===== src/rtl/apu_init_pkg.sv =====
// Shared types for the APU request initiator: reorder-buffer slot layout,
// request-register states and the slot-index width helper.
package apu_init_pkg;

    localparam int APU_DATA_W   = 32;
    localparam int APU_RFLAGS_W = 5;
    localparam int APU_TAG_W    = 5;

    typedef enum logic [0:0] {
        IDLE = 1'b0,
        REQ  = 1'b1
    } req_state_e;

    typedef struct packed {
        logic [APU_DATA_W-1:0]   data;
        logic [APU_RFLAGS_W-1:0] flags;
        logic [APU_TAG_W-1:0]    tag;
        logic                    done;
    } slot_t;

    // Width of a slot index; never less than one bit.
    function automatic int slot_bits(input int depth);
        return (depth > 1) ? $clog2(depth) : 1;
    endfunction

endpackage


===== src/rtl/apu_req_initiator_if.sv =====
// APU request/response bus. Signal suffixes are from the initiator's view;
// master = initiator, slave = responder.
interface apu_req_initiator_if #(
    parameter int ID_WIDTH        = 9,
    parameter int NB_ARGS         = 2,
    parameter int DATA_WIDTH      = 32,
    parameter int OPCODE_WIDTH    = 6,
    parameter int FLAGS_IN_WIDTH  = 15,
    parameter int FLAGS_OUT_WIDTH = 5
);
    logic                                apu_req_o;
    logic                                apu_gnt_i;
    logic [ID_WIDTH-1:0]                 apu_ID_o;
    logic [NB_ARGS-1:0][DATA_WIDTH-1:0]  apu_operands_o;
    logic [OPCODE_WIDTH-1:0]             apu_op_o;
    logic [FLAGS_IN_WIDTH-1:0]           apu_flags_o;
    logic                                apu_rready_o;
    logic                                apu_rvalid_i;
    logic [DATA_WIDTH-1:0]               apu_rdata_i;
    logic [FLAGS_OUT_WIDTH-1:0]          apu_rflags_i;
    logic [ID_WIDTH-1:0]                 apu_rID_i;

    modport master (
        output apu_req_o, apu_ID_o, apu_operands_o, apu_op_o, apu_flags_o, apu_rready_o,
        input  apu_gnt_i, apu_rvalid_i, apu_rdata_i, apu_rflags_i, apu_rID_i
    );

    modport slave (
        input  apu_req_o, apu_ID_o, apu_operands_o, apu_op_o, apu_flags_o, apu_rready_o,
        output apu_gnt_i, apu_rvalid_i, apu_rdata_i, apu_rflags_i, apu_rID_i
    );
endinterface


===== src/rtl/apu_init_rob.sv =====
// DEPTH-entry reorder buffer. Slots are reserved in command order, filled
// out of order by response ID and retired in order. A response is accepted
// only into an occupied, not-yet-done slot; anything else is flagged.
module apu_init_rob
    import apu_init_pkg::*;
#(
    parameter int DEPTH    = 4,
    parameter int ID_WIDTH = 9
) (
    input  logic                                  clk,
    input  logic                                  rst_n,
    input  logic                                  alloc_i,
    input  logic [APU_TAG_W-1:0]                  alloc_tag_i,
    output logic [slot_bits(DEPTH)-1:0]           alloc_ptr_o,
    output logic [slot_bits(DEPTH):0]             count_o,
    output logic                                  full_o,
    input  logic                                  cap_valid_i,
    input  logic [ID_WIDTH-1:0]                   cap_id_i,
    input  logic [APU_DATA_W-1:0]                 cap_data_i,
    input  logic [APU_RFLAGS_W-1:0]               cap_flags_i,
    output logic                                  cap_err_o,
    output logic                                  res_valid_o,
    input  logic                                  res_ready_i,
    output logic [APU_DATA_W-1:0]                 res_data_o,
    output logic [APU_RFLAGS_W-1:0]               res_flags_o,
    output logic [APU_TAG_W-1:0]                  res_tag_o
);
    localparam int             SB       = slot_bits(DEPTH);
    localparam logic [SB:0]    FULL_CNT = (SB+1)'(DEPTH);
    localparam logic [SB:0]    CNT_ONE  = (SB+1)'(1);
    localparam logic [SB-1:0]  PTR_ONE  = SB'(1);

    slot_t          slot_q [DEPTH];
    logic [SB-1:0]  alloc_ptr_q;
    logic [SB-1:0]  retire_ptr_q;
    logic [SB:0]    count_q;

    logic [SB-1:0]  cap_idx;
    logic [SB-1:0]  cap_off;
    logic           id_hi_zero;
    logic           cap_ok;
    logic           retire;

    assign cap_idx = cap_id_i[SB-1:0];
    assign cap_off = cap_idx - retire_ptr_q;

    if (ID_WIDTH > SB) begin : g_id_hi
        assign id_hi_zero = (cap_id_i[ID_WIDTH-1:SB] == '0);
    end else begin : g_id_no_hi
        assign id_hi_zero = 1'b1;
    end

    // Slot X retiring this cycle is done, so a response to it fails the done test.
    assign cap_ok    = cap_valid_i && id_hi_zero && ({1'b0, cap_off} < count_q)
                       && !slot_q[cap_idx].done;
    assign cap_err_o = cap_valid_i && !cap_ok;

    assign res_valid_o = (count_q != '0) && slot_q[retire_ptr_q].done;
    assign res_data_o  = slot_q[retire_ptr_q].data;
    assign res_flags_o = slot_q[retire_ptr_q].flags;
    assign res_tag_o   = slot_q[retire_ptr_q].tag;
    assign retire      = res_valid_o && res_ready_i;

    assign alloc_ptr_o = alloc_ptr_q;
    assign count_o     = count_q;
    assign full_o      = (count_q == FULL_CNT);

    // Per-slot storage: tag on allocation, result on capture, done cleared on retire.
    always_ff @(posedge clk or negedge rst_n) begin
        if (!rst_n) begin
            for (int i = 0; i < DEPTH; i++) begin
                slot_q[i] <= '0;
            end
        end else begin
            for (int i = 0; i < DEPTH; i++) begin
                if (alloc_i && (alloc_ptr_q == SB'(i))) begin
                    slot_q[i].tag  <= alloc_tag_i;
                    slot_q[i].done <= 1'b0;
                end
                if (cap_ok && (cap_idx == SB'(i))) begin
                    slot_q[i].data  <= cap_data_i;
                    slot_q[i].flags <= cap_flags_i;
                    slot_q[i].done  <= 1'b1;
                end
                if (retire && (retire_ptr_q == SB'(i))) begin
                    slot_q[i].done <= 1'b0;
                end
            end
        end
    end

    // Pointers wrap modulo DEPTH; simultaneous alloc and retire leave count unchanged.
    always_ff @(posedge clk or negedge rst_n) begin
        if (!rst_n) begin
            alloc_ptr_q  <= '0;
            retire_ptr_q <= '0;
            count_q      <= '0;
        end else begin
            if (alloc_i) begin
                alloc_ptr_q <= alloc_ptr_q + PTR_ONE;
            end
            if (retire) begin
                retire_ptr_q <= retire_ptr_q + PTR_ONE;
            end
            case ({alloc_i, retire})
                2'b10:   count_q <= count_q + CNT_ONE;
                2'b01:   count_q <= count_q - CNT_ONE;
                default: count_q <= count_q;
            endcase
        end
    end

endmodule


===== src/rtl/apu_req_initiator.sv =====
// APU request initiator: accepts commands, reserves a reorder slot, issues the
// request with the slot index as ID, and retires results in command order.
// Optional watchdog: define APU_REQ_INITIATOR_TIMEOUT_EN to add timeout_o.
//
// state | meaning
// IDLE  | no request on the bus
// REQ   | apu_req_o high, ID and payload held until apu_gnt_i
module apu_req_initiator
    import apu_init_pkg::*;
#(
    parameter int ID_WIDTH        = 9,
    parameter int NB_ARGS         = 2,
    parameter int DATA_WIDTH      = APU_DATA_W,
    parameter int OPCODE_WIDTH    = 6,
    parameter int FLAGS_IN_WIDTH  = 15,
    parameter int FLAGS_OUT_WIDTH = APU_RFLAGS_W,
    parameter int TAG_WIDTH       = APU_TAG_W,
    parameter int DEPTH           = 4
`ifdef APU_REQ_INITIATOR_TIMEOUT_EN
    ,
    parameter int TIMEOUT_CYCLES  = 1024
`endif
) (
    input  logic                                clk,
    input  logic                                rst_n,
    input  logic                                cmd_valid_i,
    output logic                                cmd_ready_o,
    input  logic [NB_ARGS-1:0][DATA_WIDTH-1:0]  cmd_operands_i,
    input  logic [OPCODE_WIDTH-1:0]             cmd_op_i,
    input  logic [FLAGS_IN_WIDTH-1:0]           cmd_flags_i,
    input  logic [TAG_WIDTH-1:0]                cmd_tag_i,
    apu_req_initiator_if.master                 apu,
    output logic                                res_valid_o,
    input  logic                                res_ready_i,
    output logic [DATA_WIDTH-1:0]               res_data_o,
    output logic [FLAGS_OUT_WIDTH-1:0]          res_flags_o,
    output logic [TAG_WIDTH-1:0]                res_tag_o,
    output logic                                busy_o,
    output logic                                err_o
`ifdef APU_REQ_INITIATOR_TIMEOUT_EN
    ,
    output logic                                timeout_o
`endif
);
    localparam int SB = slot_bits(DEPTH);

    req_state_e                          state_q, state_d;
    logic [ID_WIDTH-1:0]                 id_q;
    logic [NB_ARGS-1:0][DATA_WIDTH-1:0]  operands_q;
    logic [OPCODE_WIDTH-1:0]             op_q;
    logic [FLAGS_IN_WIDTH-1:0]           flags_q;
    logic                                err_q;

    logic           accept;
    logic           full;
    logic           cap_err;
    logic           tmo_fire;
    logic [SB-1:0]  alloc_ptr;
    logic [SB:0]    count;

    // The reserved slot counts as occupied while its request is still pending.
    assign cmd_ready_o = ((state_q == IDLE) || apu.apu_gnt_i) && !full;
    assign accept      = cmd_valid_i && cmd_ready_o;

    // Next request-register state; a grant with a new accept stays in REQ.
    always_comb begin
        state_d = state_q;
        case (state_q)
            IDLE:    if (accept) state_d = REQ;
            REQ:     if (apu.apu_gnt_i && !accept) state_d = IDLE;
            default: state_d = IDLE;
        endcase
    end

    // Request state register.
    always_ff @(posedge clk or negedge rst_n) begin
        if (!rst_n) begin
            state_q <= IDLE;
        end else begin
            state_q <= state_d;
        end
    end

    // Payload and ID captured on every accept, held until the next one.
    always_ff @(posedge clk or negedge rst_n) begin
        if (!rst_n) begin
            id_q       <= '0;
            operands_q <= '0;
            op_q       <= '0;
            flags_q    <= '0;
        end else if (accept) begin
            id_q       <= ID_WIDTH'(alloc_ptr);
            operands_q <= cmd_operands_i;
            op_q       <= cmd_op_i;
            flags_q    <= cmd_flags_i;
        end
    end

    assign apu.apu_req_o      = (state_q == REQ);
    assign apu.apu_ID_o       = id_q;
    assign apu.apu_operands_o = operands_q;
    assign apu.apu_op_o       = op_q;
    assign apu.apu_flags_o    = flags_q;
    assign apu.apu_rready_o   = 1'b1;

    apu_init_rob #(
        .DEPTH    (DEPTH),
        .ID_WIDTH (ID_WIDTH)
    ) u_rob (
        .clk         (clk),
        .rst_n       (rst_n),
        .alloc_i     (accept),
        .alloc_tag_i (cmd_tag_i),
        .alloc_ptr_o (alloc_ptr),
        .count_o     (count),
        .full_o      (full),
        .cap_valid_i (apu.apu_rvalid_i),
        .cap_id_i    (apu.apu_rID_i),
        .cap_data_i  (apu.apu_rdata_i),
        .cap_flags_i (apu.apu_rflags_i),
        .cap_err_o   (cap_err),
        .res_valid_o (res_valid_o),
        .res_ready_i (res_ready_i),
        .res_data_o  (res_data_o),
        .res_flags_o (res_flags_o),
        .res_tag_o   (res_tag_o)
    );

    assign busy_o = (count != '0) || apu.apu_req_o;

`ifdef APU_REQ_INITIATOR_TIMEOUT_EN
    localparam int TW = $clog2(TIMEOUT_CYCLES + 1);

    logic [TW-1:0]  tmr_q;
    logic           tmo_q;
    logic           waiting;

    assign waiting   = (count != '0) && !res_valid_o;
    assign tmo_fire  = waiting && (tmr_q == TW'(1));
    assign timeout_o = tmo_q;

    // Watchdog down-counter: reloads whenever the oldest op is not outstanding.
    always_ff @(posedge clk or negedge rst_n) begin
        if (!rst_n) begin
            tmr_q <= TW'(TIMEOUT_CYCLES);
            tmo_q <= 1'b0;
        end else begin
            if (!waiting) begin
                tmr_q <= TW'(TIMEOUT_CYCLES);
            end else if (tmr_q != '0) begin
                tmr_q <= tmr_q - TW'(1);
            end
            if (tmo_fire) begin
                tmo_q <= 1'b1;
            end
        end
    end
`else
    assign tmo_fire = 1'b0;
`endif

    // Sticky error: dropped response or watchdog expiry.
    always_ff @(posedge clk or negedge rst_n) begin
        if (!rst_n) begin
            err_q <= 1'b0;
        end else if (cap_err || tmo_fire) begin
            err_q <= 1'b1;
        end
    end

    assign err_o = err_q;

endmodule


===== src/flat_wrapper.sv =====
// flat-port wrapper written by rule: the top's interface ports become plain ports
module apu_req_initiator_flat import apu_init_pkg::*;
#(
    parameter int ID_WIDTH        = 9,
    parameter int NB_ARGS         = 2,
    parameter int DATA_WIDTH      = APU_DATA_W,
    parameter int OPCODE_WIDTH    = 6,
    parameter int FLAGS_IN_WIDTH  = 15,
    parameter int FLAGS_OUT_WIDTH = APU_RFLAGS_W,
    parameter int TAG_WIDTH       = APU_TAG_W,
    parameter int DEPTH           = 4

)
  (clk, rst_n, cmd_valid_i, cmd_ready_o, cmd_operands_i, cmd_op_i, cmd_flags_i, cmd_tag_i, res_valid_o, res_ready_i, res_data_o, res_flags_o, res_tag_o, busy_o, err_o, apu_apu_req_o, apu_apu_ID_o, apu_apu_operands_o, apu_apu_op_o, apu_apu_flags_o, apu_apu_rready_o, apu_apu_gnt_i, apu_apu_rvalid_i, apu_apu_rdata_i, apu_apu_rflags_i, apu_apu_rID_i);
  apu_req_initiator_if #(.ID_WIDTH(ID_WIDTH), .NB_ARGS(NB_ARGS), .DATA_WIDTH(DATA_WIDTH), .OPCODE_WIDTH(OPCODE_WIDTH), .FLAGS_IN_WIDTH(FLAGS_IN_WIDTH), .FLAGS_OUT_WIDTH(FLAGS_OUT_WIDTH)) apu_i ();
  input  logic clk;
  input  logic rst_n;
  input  logic cmd_valid_i;
  output logic cmd_ready_o;
  input  logic [NB_ARGS-1:0][DATA_WIDTH-1:0] cmd_operands_i;
  input  logic [OPCODE_WIDTH-1:0] cmd_op_i;
  input  logic [FLAGS_IN_WIDTH-1:0] cmd_flags_i;
  input  logic [TAG_WIDTH-1:0] cmd_tag_i;
  output logic res_valid_o;
  input  logic res_ready_i;
  output logic [DATA_WIDTH-1:0] res_data_o;
  output logic [FLAGS_OUT_WIDTH-1:0] res_flags_o;
  output logic [TAG_WIDTH-1:0] res_tag_o;
  output logic busy_o;
  output logic err_o;
  output wire logic [$bits(apu_i.apu_req_o)-1:0] apu_apu_req_o;
  output wire logic [$bits(apu_i.apu_ID_o)-1:0] apu_apu_ID_o;
  output wire logic [$bits(apu_i.apu_operands_o)-1:0] apu_apu_operands_o;
  output wire logic [$bits(apu_i.apu_op_o)-1:0] apu_apu_op_o;
  output wire logic [$bits(apu_i.apu_flags_o)-1:0] apu_apu_flags_o;
  output wire logic [$bits(apu_i.apu_rready_o)-1:0] apu_apu_rready_o;
  input wire logic [$bits(apu_i.apu_gnt_i)-1:0] apu_apu_gnt_i;
  input wire logic [$bits(apu_i.apu_rvalid_i)-1:0] apu_apu_rvalid_i;
  input wire logic [$bits(apu_i.apu_rdata_i)-1:0] apu_apu_rdata_i;
  input wire logic [$bits(apu_i.apu_rflags_i)-1:0] apu_apu_rflags_i;
  input wire logic [$bits(apu_i.apu_rID_i)-1:0] apu_apu_rID_i;
  assign apu_apu_req_o = apu_i.apu_req_o;
  assign apu_apu_ID_o = apu_i.apu_ID_o;
  assign apu_apu_operands_o = apu_i.apu_operands_o;
  assign apu_apu_op_o = apu_i.apu_op_o;
  assign apu_apu_flags_o = apu_i.apu_flags_o;
  assign apu_apu_rready_o = apu_i.apu_rready_o;
  assign apu_i.apu_gnt_i = apu_apu_gnt_i;
  assign apu_i.apu_rvalid_i = apu_apu_rvalid_i;
  assign apu_i.apu_rdata_i = apu_apu_rdata_i;
  assign apu_i.apu_rflags_i = apu_apu_rflags_i;
  assign apu_i.apu_rID_i = apu_apu_rID_i;
  apu_req_initiator #(.ID_WIDTH(ID_WIDTH), .NB_ARGS(NB_ARGS), .DATA_WIDTH(DATA_WIDTH), .OPCODE_WIDTH(OPCODE_WIDTH), .FLAGS_IN_WIDTH(FLAGS_IN_WIDTH), .FLAGS_OUT_WIDTH(FLAGS_OUT_WIDTH), .TAG_WIDTH(TAG_WIDTH), .DEPTH(DEPTH)) u_core (.clk(clk), .rst_n(rst_n), .cmd_valid_i(cmd_valid_i), .cmd_ready_o(cmd_ready_o), .cmd_operands_i(cmd_operands_i), .cmd_op_i(cmd_op_i), .cmd_flags_i(cmd_flags_i), .cmd_tag_i(cmd_tag_i), .apu(apu_i), .res_valid_o(res_valid_o), .res_ready_i(res_ready_i), .res_data_o(res_data_o), .res_flags_o(res_flags_o), .res_tag_o(res_tag_o), .busy_o(busy_o), .err_o(err_o));
endmodule

===== config.mk =====
export PLATFORM = sky130hd
export DESIGN_NAME = apu_req_initiator_flat
export DESIGN_NICKNAME = d
export VERILOG_FILES = /design/src/rtl/apu_init_pkg.sv /design/src/rtl/apu_req_initiator_if.sv /design/src/rtl/apu_init_rob.sv /design/src/rtl/apu_req_initiator.sv /design/src/flat_wrapper.sv
export SDC_FILE = /design/constraint.sdc
export NUM_CORES = 1
export LEC_CHECK = 0
export ABC_CLOCK_PERIOD_IN_PS = 4500
export BUFFER_PORTS_ARGS = -buffer_cell sky130_fd_sc_hd__buf_2
export CORE_ASPECT_RATIO = 2
export CORE_MARGIN = 2
export CORE_UTILIZATION = 58
export DETAILED_ROUTE_END_ITERATION = 8
export PLACE_DENSITY = 0.86
export SYNTH_ARGS = -nofsm -noshare
export SYNTH_HDL_FRONTEND = slang
export SYNTH_SLANG_ARGS = --single-unit

===== constraint.sdc =====
create_clock -name clk -period 4.5 [get_ports clk]
set_input_delay 1.35 -clock clk [delete_from_list [all_inputs] [get_ports clk]]
set_output_delay 1.35 -clock clk [all_outputs]
set_load 0.1 [all_outputs]

==> impl_metrics.yaml, run 1 <==
run_status:
  status: "complete, no violations"
sta:
  setup_violations: 0
  tns_ns: 0
  finalCriticalPeriod_ns: 3.90
  relSlewSlack_pct: 34.1
  rsz0062_at_grt: "no"
  final.setup_skew_ns: 0.00776
  worst_pin_slew_ns: 0.988
  drv_slew: 0
  hold_ws_ns: 0.473
  max_freq_ghz: 0.256
  period_share_pct: 86.8
  hold_violations: 0
worst_setup_path:
  critPathLaunchType: "flip-flop"
  cpMaxStageDelayCell: "dfrtp_4"
  required_ns: 3.15
  path_class: "reg2out"
  reg2reg_depth: 9
  cp_cell_sequence: "buf_4 -> mux4_2 -> buf_2"
  reg2reg_to: "u_core.u_rob.slot_q[15]"
  crit_arrival_ns: 2.55
  worstSetupPathDepth: 3
  critPathCaptureType: "output pin"
  crit_path_max_fanout: 32
  path_delay_family: "flip-flops"
  worst-r2r-setup-slack_ns: 1.32
  slowest_delay_ns: 0.86
  timing.critical_path.buf_inv: 2
  r2r-start: "u_core.u_rob.retire_ptr_q[0]"
clock_tree:
  cts_tree: "yes"
  cts-root-buf: "clkbuf_16"
  cts_hold_buf: 0
  cts.repair.resized: 0
  cts_buffers: 24
  htree_levels: 1
  clock_sinks: 268
  insertion_delay_ns: 0.51
  postCtsSetupBuffers: 0
  path_clk_slew_ns: 0.07
  clock_path_buffers: 3
placed_design:
  hpwlAfterDp_um: 17600
  numPortBuffers: 275
  gp_congestion: 0.771
cells_and_area:
  area_delta_synth_final_pct: 20.6
  layout_common_cells: "buf_2, dfrtp_1, mux2_2, mux4_2, mux2_4"
  layout-drive-gt1-share_pct: 65.5
  final_core_util_pct: 70.5
  nNetsFinal: 1110
  layout_commonest_cell: "buf_2"
detailed_routing:
  via_per_inst: 5.53
  first_iter_violations: 230
  num_vias: 6832
  ant_nets: 0
  dr.pass1.iters: 4
  wl_per_cell_um: 20.3
  wl_um: 25100
  drc_errors: 0
run:
  drv_cap: 0
global_route:
  grt_max_degree: 131
  grt.overflow.total: 0
  groute.usage.overall_pct: 23.9
  antenna_found_initial: 2
  grt_pass1_vias: 7648
  grt_first_pass_wirelength_um: 40000
die:
  std_cell_rows: 73
  fp.dieW_um: 104
  start_util_pct: 58.5
  num_io_pins: 284
  dieArea_mm2: 0.0211
  die_h_um: 203
  coreArea_mm2: 0.0197
worst_hold_path:
  hold_end: "u_core.err_o"
  hold_depth: 1
  hp-class: "reg2reg"
  holdCritStartpoint: "u_core.err_o"
logic_synthesis:
  synthArstFlopShare_pct: 100
  synth.area.top_cells: "dfrtp_1, mux2_2, mux4_2"
  yosys.area.top_type: "dfrtp_1"
  postSynthAreaPerCell_um2: 17.0
  syn_inst: 680
  synth_edf_count: 0
  synth_top_area_share_pct: 58.1
  ys.flop_type: "dfrtp_1"
  yosys_warnings: 0
  yosysSeqAreaShare_pct: 58.1
  ys_ff_latch: 268
  synth.distinct_cells: 36
  mappedNetlistArea_mm2: 0.0115
power_and_ir_drop:
  p_per_area_mw_per_mm2: 705
  ir_worst_vdd_mv: 0.804
  total_power_mw: 9.80
  leakage_nw: 7.09
==> registers in the layout, summed over array words and instances, names as in the netlist <==
name and cells:
u_core.apu.apu_operands_o 64, u_core.u_rob.count_o 3, u_core.apu.apu_flags_o 15, u_core.u_rob.retire_ptr_q 2, u_core.u_rob.slot_q 172, u_core.err_o 1, u_core.apu.apu_op_o 6, u_core.apu.apu_ID_o 2
u_core.u_rob.alloc_ptr_o 2, u_core.apu.apu_req_o 1
==> routing by layer <==
layer / up-vias / GRT usage (%) / wire (µm)
li1: 3006 / - / -
met1: 3560 / 27.2 / 8950
met2: 226 / 45.7 / 14100
met3: 40 / 4.12 / 1320
met4: 0 / 7.00 / 719
met5: - / 0 / 0
==> report_power, final <==
| group | leakage (nW) | internal, mW | switching (mW) |
|---|---|---|---|
| clock | 0.386 | 1.13 | 0.883 |
| combinational | 3.23 | 0.971 | 3.57 |
| sequential | 3.47 | 2.90 | 0.341 |
==> cells in the mapped netlist (5+ instances only) <==
cell	count
buf_2	19
buf_4	11
buf_6	9
clkbuf_1	5
dfrtp_1	268
ha_1	11
inv_1	8
mux2_2	219
mux2_4	38
mux4_2	44
nand2_1	6
nand4_1	6
xnor2_1	5
==> stage by stage <==
stage | std cells | cell area, µm² | setup WS [ns]
finish | 1236 | 13900 | 0.595
global route | 1235 | 13900 | 0.492
global placement | 1192 | 13100 | 0.703
detailed placement | 1192 | 13100 | 0.659
CTS | 1234 | 13900 | 0.545
floorplan | 686 | 11600 | 0.434
==> worst max-delay path by stage <==
| stage | start | to | slack [ns] |
|---|---|---|---|
| floorplan | apu_apu_gnt_i | u_core.u_rob.count_o[2] | 0.43 |
| global placement | apu_apu_rID_i[0] | u_core.u_rob.slot_q[16] | 0.70 |
| detailed placement | apu_apu_rID_i[0] | u_core.u_rob.slot_q[27] | 0.66 |
| CTS | u_core.u_rob.retire_ptr_q[0] | res_data_o[25] | 0.55 |
| global route | u_core.u_rob.retire_ptr_q[0] | res_data_o[25] | 0.49 |
| finish | u_core.u_rob.retire_ptr_q[0] | res_data_o[25] | 0.60 |
==> logic make-up after synthesis <==
logic type / share of synthesized area [%]
compound gates: 0.629
xor+xnor: 0.531
fa+ha+maj: 1.37
buf+inv: 2.91
flops: 58.1
mux: 35.0
other cells: 0.0651
simple gates: 1.38
==> worst reg2reg max path, cell delays in order (launching register included) <==
cell	delay, ns
dfrtp_4	0.86
ha_1	0.28
xnor2_1	0.13
xnor2_1	0.09
ha_1	0.32
o21ba_2	0.24
a21oi_4	0.23
and4_2	0.28
buf_12	0.25
mux2_2	0.39
==> area by class of cell <==
cell class              instances  area [µm²]
diodes                          2        5.00
clock inverters                10        92.6
fillers                      1371        5810
flip-flops and latches        268        6710
clock buffers                  32         682
inverters                       8        30.0
repair buffers                290        1540
multi-input cells             364        4530
well taps                     262         328
Note: power is estimated with default switching activity, not from simulation.
==> run 2: changes to the inputs <==
--- a/config.mk
+++ b/config.mk
@@ -12,5 +12,5 @@
 export CORE_UTILIZATION = 58
 export DETAILED_ROUTE_END_ITERATION = 8
-export PLACE_DENSITY = 0.86
+export PLACE_DENSITY = 0.95
 export SYNTH_ARGS = -nofsm -noshare
 export SYNTH_HDL_FRONTEND = slang
==> constraint.sdc (replaced) <==
create_clock -name clk -period 4.5 [get_ports clk]
set_input_delay 1.35 -clock clk [delete_from_list [all_inputs] [get_ports clk]]
set_output_delay 1.35 -clock clk [all_outputs]
set_load 0.005 [all_outputs]
==> impl_metrics.yaml, run 2 (same netlist as run 1, synthesis figures left out) <==
cells_and_area:
  layout_common_cells: "buf_2, dfrtp_1, mux2_2, mux4_2, mux2_4"
  fill_cells: 1297
  layout-drive-gt1-share_pct: 65.7
  largest_reg_flops: 172
  area_delta_synth_final_pct: 21.5
  layout_commonest_cell: "buf_2"
  nNetsFinal: 1107
  regMostFlops: "u_core.u_rob.slot_q"
  instances_no_fill: 1237
placed_design:
  gp_congestion: 0.791
  hpwlAfterDp_um: 17700
  numPortBuffers: 275
  place_inst: 1189
global_route:
  antenna_found_initial: 5
  groute.usage.overall_pct: 24.7
  grt_max_degree: 106
  grt.overflow.total: 0
  grt_pass1_vias: 7682
  grt_first_pass_wirelength_um: 41000
worst_setup_path:
  crit_arrival_ns: 2.57
  r2r-start: "u_core.u_rob.retire_ptr_q[0]"
  reg2reg_depth: 9
  required_ns: 3.15
  path_class: "reg2out"
  crit_path_max_fanout: 35
  worst-r2r-setup-slack_ns: 1.02
  critPathLaunchType: "flip-flop"
  reg2reg_to: "u_core.u_rob.slot_q[28]"
  critPathCaptureType: "output pin"
clock_tree:
  clock_path_buffers: 3
  htree_levels: 1
  postCtsSetupBuffers: 0
  clock_sinks: 268
  cts.repair.resized: 0
  cts_hold_buf: 0
  insertion_delay_ns: 0.53
  path_clk_slew_ns: 0.07
  cts_tree: "yes"
  cts_buffers: 24
  cts-root-buf: "clkbuf_16"
die:
  coreArea_mm2: 0.0197
  num_io_pins: 284
  std_cell_rows: 73
  fp.dieW_um: 104
  die_h_um: 203
  dieArea_mm2: 0.0211
  start_util_pct: 58.5
sta:
  period_share_pct: 87.2
  worst_pin_slew_ns: 1.11
  finalCriticalPeriod_ns: 3.92
  relSlewSlack_pct: 26.0
  rsz0062_at_grt: "no"
  hold_violations: 0
  max_freq_ghz: 0.255
  final.setup_skew_ns: 0.0143
  tns_ns: 0
  drv_slew: 0
  setup_violations: 0
worst_hold_path:
  hold_end: "u_core.err_o"
  hp-class: "reg2reg"
  holdCritStartpoint: "u_core.err_o"
  hold_depth: 1
power_and_ir_drop:
  ir_worst_vdd_mv: 0.427
  p_per_area_mw_per_mm2: 513
  leakage_nw: 7.13
detailed_routing:
  num_vias: 6951
  ant_nets: 0
  first_iter_violations: 226
  dr.pass1.iters: 4
  wl_per_cell_um: 20.7
  drc_errors: 0
  via_per_inst: 5.62
  wl_um: 25600
run:
  drv_cap: 0
run_status:
  status: "complete, no violations"
## run 2: changes by cell type in the layout (fill, tap and decap cells not counted), sizes merged
| cell | change |
|---|---|
| diode | +2 |
| clkinvlp | +1 |
| inv | -1 |
| bufinv | +4 |
| clkinv | -2 |
| buf | -3 |
## run 2: area by class of cell
class                   instances  area [µm²]  area share [%]
inverters                       8        30.0           0.214
clock inverters                12         191            1.37
diodes                          4        10.0          0.0714
multi-input cells             364        4530            32.3
repair buffers                287        1510            10.8
well taps                     262         328            2.34
flip-flops and latches        268        6710            47.9
clock buffers                  32         702            5.01
## run 2: metal layers
layer | GRT usage (%) | vias up | share of wire [%]
met5 | 0 | - | 0.062
met2 | 44.9 | 261 | 54
met4 | 10.8 | 2 | 4.0
met3 | 4.35 | 62 | 5.8
li1 | - | 3012 | -
met1 | 28.6 | 3614 | 36
## run 2: worst max path at each step
stage	slack, ns	endpoint	depth (start not counted)	startpoint
finish	0.58	res_flags_o[3]	3	u_core.u_rob.retire_ptr_q[0]
global route	0.42	res_flags_o[3]	3	u_core.u_rob.retire_ptr_q[0]
CTS	0.50	res_flags_o[3]	3	u_core.u_rob.retire_ptr_q[0]
detailed placement	0.46	u_core.u_rob.slot_q[28]	11	apu_apu_rID_i[0]
global placement	0.54	u_core.u_rob.slot_q[34]	11	apu_apu_rID_i[0]
floorplan	1.03	u_core.u_rob.slot_q[11]	11	apu_apu_rID_i[0]
## run 2: worst max-delay path, cell delays in order (launching register included)
cell and delay [ns]:
dfrtp_4 0.87, buf_4 0.41, mux4_2 0.60, buf_2 0.15
## run 2: power by group
| group | internal [mW] | switching [mW] | total, mW |
|---|---|---|---|
| logic | 0.957 | 0.673 | 1.63 |
| clock network | 1.39 | 0.912 | 2.30 |
| registers | 2.90 | 0.354 | 3.26 |
| total | 5.25 | 1.94 | 7.18 |
## run 2: per-stage QoR
| stage | setup slack [ns] | util [%] | power, mW | hold slack (ns) | cell area (µm²) |
|---|---|---|---|---|---|
| after floorplan | 1.03 | - | 4.17 | 0.451 | 11600 |
| after global placement | 0.539 | 66.5 | 4.85 | 0.437 | 13100 |
| after detailed placement | 0.458 | 66.5 | 4.95 | 0.447 | 13100 |
| after CTS | 0.503 | 71.0 | 7.26 | 0.462 | 14000 |
| after global routing | 0.420 | 71.0 | 7.53 | 0.491 | 14000 |
| final | 0.578 | 71.0 | 7.18 | 0.456 | 14000 |
==> run 3: changes to the inputs <==
Settings changed: ABC_CLOCK_PERIOD_IN_PS 4500 to 5000, CORE_MARGIN 2 to unset, PLACE_DENSITY 0.95 to 0.86.
Clock period 4.5 ns to 5 ns, I/O delays scaled along.
==> impl_metrics.yaml, run 3 (same netlist as run 1, synthesis figures left out) <==
detailed_routing:
  first_iter_violations: 229
  wl_per_cell_um: 20.0
  drc_errors: 0
  num_vias: 6825
  wl_um: 24600
  ant_nets: 0
  via_per_inst: 5.55
  dr.pass1.iters: 4
cells_and_area:
  area_delta_synth_final_pct: 20.9
  nNetsFinal: 1107
  largest_reg_flops: 172
  layout_commonest_cell: "buf_2"
  final-seq-area_mm2: 0.00671
  layout-drive-gt1-share_pct: 65.9
  final_cell_area_mm2: 0.0139
  fill_cells: 1284
  final_core_util_pct: 72.0
  instances_no_fill: 1230
  multi_input_area_mm2: 0.00453
  layout_common_cells: "buf_2, dfrtp_1, mux2_2, mux4_2, mux2_4"
  regMostFlops: "u_core.u_rob.slot_q"
global_route:
  grt_first_pass_wirelength_um: 39100
  grt_max_degree: 112
  groute.usage.overall_pct: 24.8
  grt.overflow.total: 0
  grt_pass1_vias: 7693
  antenna_found_initial: 0
clock_tree:
  htree_levels: 1
  cts_hold_buf: 0
  insertion_delay_ns: 0.52
  clock_path_buffers: 3
  postCtsSetupBuffers: 0
  cts.repair.resized: 0
  cts-root-buf: "clkbuf_16"
  cts_buffers: 24
  cts_tree: "yes"
  clock_sinks: 268
  path_clk_slew_ns: 0.07
worst_hold_path:
  hold_depth: 1
  hold_end: "u_core.err_o"
  hp-class: "reg2reg"
  holdCritStartpoint: "u_core.err_o"
power_and_ir_drop:
  netSwitchingFraction_pct: 27.1
  net-switching-power_mw: 1.72
  power_frac_comb_pct: 23.2
  p_int_mw: 4.63
  p_per_area_mw_per_mm2: 455
  total_power_mw: 6.35
  p_clk_share_pct: 31.0
  ir_worst_vdd_mv: 0.487
  leakage_nw: 7.11
  power_frac_seq_pct: 45.8
sta:
  hold_violations: 0
  drv_slew: 0
  relSlewSlack_pct: 42.7
  rsz0062_at_grt: "no"
  max_freq_ghz: 0.254
  final.setup_skew_ns: 0.0118
  setup_violations: 0
  period_share_pct: 78.8
  tns_ns: 0
  finalCriticalPeriod_ns: 3.94
  worst_pin_slew_ns: 0.859
worst_setup_path:
  cp_cell_sequence: "buf_4 -> mux4_2 -> buf_2"
  crit_arrival_ns: 2.44
  critPathLaunchType: "flip-flop"
  crit_path_max_fanout: 32
  path_class: "reg2out"
  required_ns: 3.50
  cpMaxStageDelayCell: "dfrtp_2"
  reg2reg_to: "u_core.u_rob.slot_q[16]"
  reg2reg_depth: 9
  r2r-start: "u_core.u_rob.retire_ptr_q[0]"
  worst-r2r-setup-slack_ns: 1.75
  slowest_delay_ns: 0.93
  critPathCaptureType: "output pin"
placed_design:
  placed_area_mm2: 0.0131
  place_inst: 1186
  gp_congestion: 0.761
  numPortBuffers: 275
  hpwlAfterDp_um: 16800
die:
  fp.dieW_um: 102
  start_util_pct: 59.6
  dieArea_mm2: 0.0205
  coreArea_mm2: 0.0194
  num_io_pins: 284
  die_h_um: 201
  std_cell_rows: 72
run:
  drv_cap: 0
run_status:
  status: "complete, no violations"
-- run 3: cell count changes in the layout (fill, tap and decap cells not counted), sizes merged --
cell    change
bufinv      -2
clkbuf      -1
clkinv      +1
diode       -3
inv         +1
-- run 3: worst max path at each step --
stage,startpoint,endpoint,slack (ns)
finish,u_core.u_rob.retire_ptr_q[1],res_flags_o[2],1.06
global route,u_core.u_rob.retire_ptr_q[1],res_flags_o[2],0.98
CTS,u_core.u_rob.retire_ptr_q[1],res_tag_o[4],1.03
detailed placement,apu_apu_rID_i[0],u_core.u_rob.slot_q[16],0.79
global placement,apu_apu_rID_i[0],u_core.u_rob.slot_q[16],0.85
floorplan,apu_apu_rID_i[0],u_core.u_rob.slot_q[11],1.38
-- run 3: worst max-delay path: cells and delay by family (launching register included) --
family	cells	cell delay (ns)
buffers and inverters	2	0.57
multiplexers	1	0.40
flip-flops	1	0.93
-- run 3: stage by stage --
stage	hold WS, ns	setup WS [ns]
finish	0.473	1.06
floorplan	0.451	1.38
global placement	0.434	0.850
detailed placement	0.456	0.787
CTS	0.471	1.03
global route	0.489	0.981
-- run 3: final cells by class --
| cell class | instances | share of cell area (%) |
|---|---|---|
| Clock buffer | 31 | 5.08 |
| Multi-Input combinational cell | 364 | 32.5 |
| Tap cell | 259 | 2.32 |
| Inverter | 8 | 0.215 |
| Sequential cell | 268 | 48.1 |
| Timing Repair Buffer | 287 | 10.8 |
| Clock inverter | 12 | 1.01 |
| Antenna cell | 1 | 0.0179 |
-- run 3: power by group through the flow --
| stage | registers (mW) | logic, mW | clock network [mW] |
|---|---|---|---|
| 2_1_floorplan | 2.87 | 0.879 | 0 |
| 3_3_place_gp | 2.91 | 1.45 | 0 |
| 3_5_place_dp | 2.94 | 1.50 | 0 |
| 4_1_cts | 2.91 | 1.50 | 2.01 |
| 5_1_grt | 2.97 | 1.61 | 2.08 |
| 6_report | 2.91 | 1.47 | 1.97 |
-- run 3: metal layers --
layer	share of wire [%]	GRT usage [%]	routed length, µm
met1	36	27.9	8840
met2	56	46.8	13800
met3	5.6	3.79	1380
met4	2.3	7.51	578
met5	0	0	0
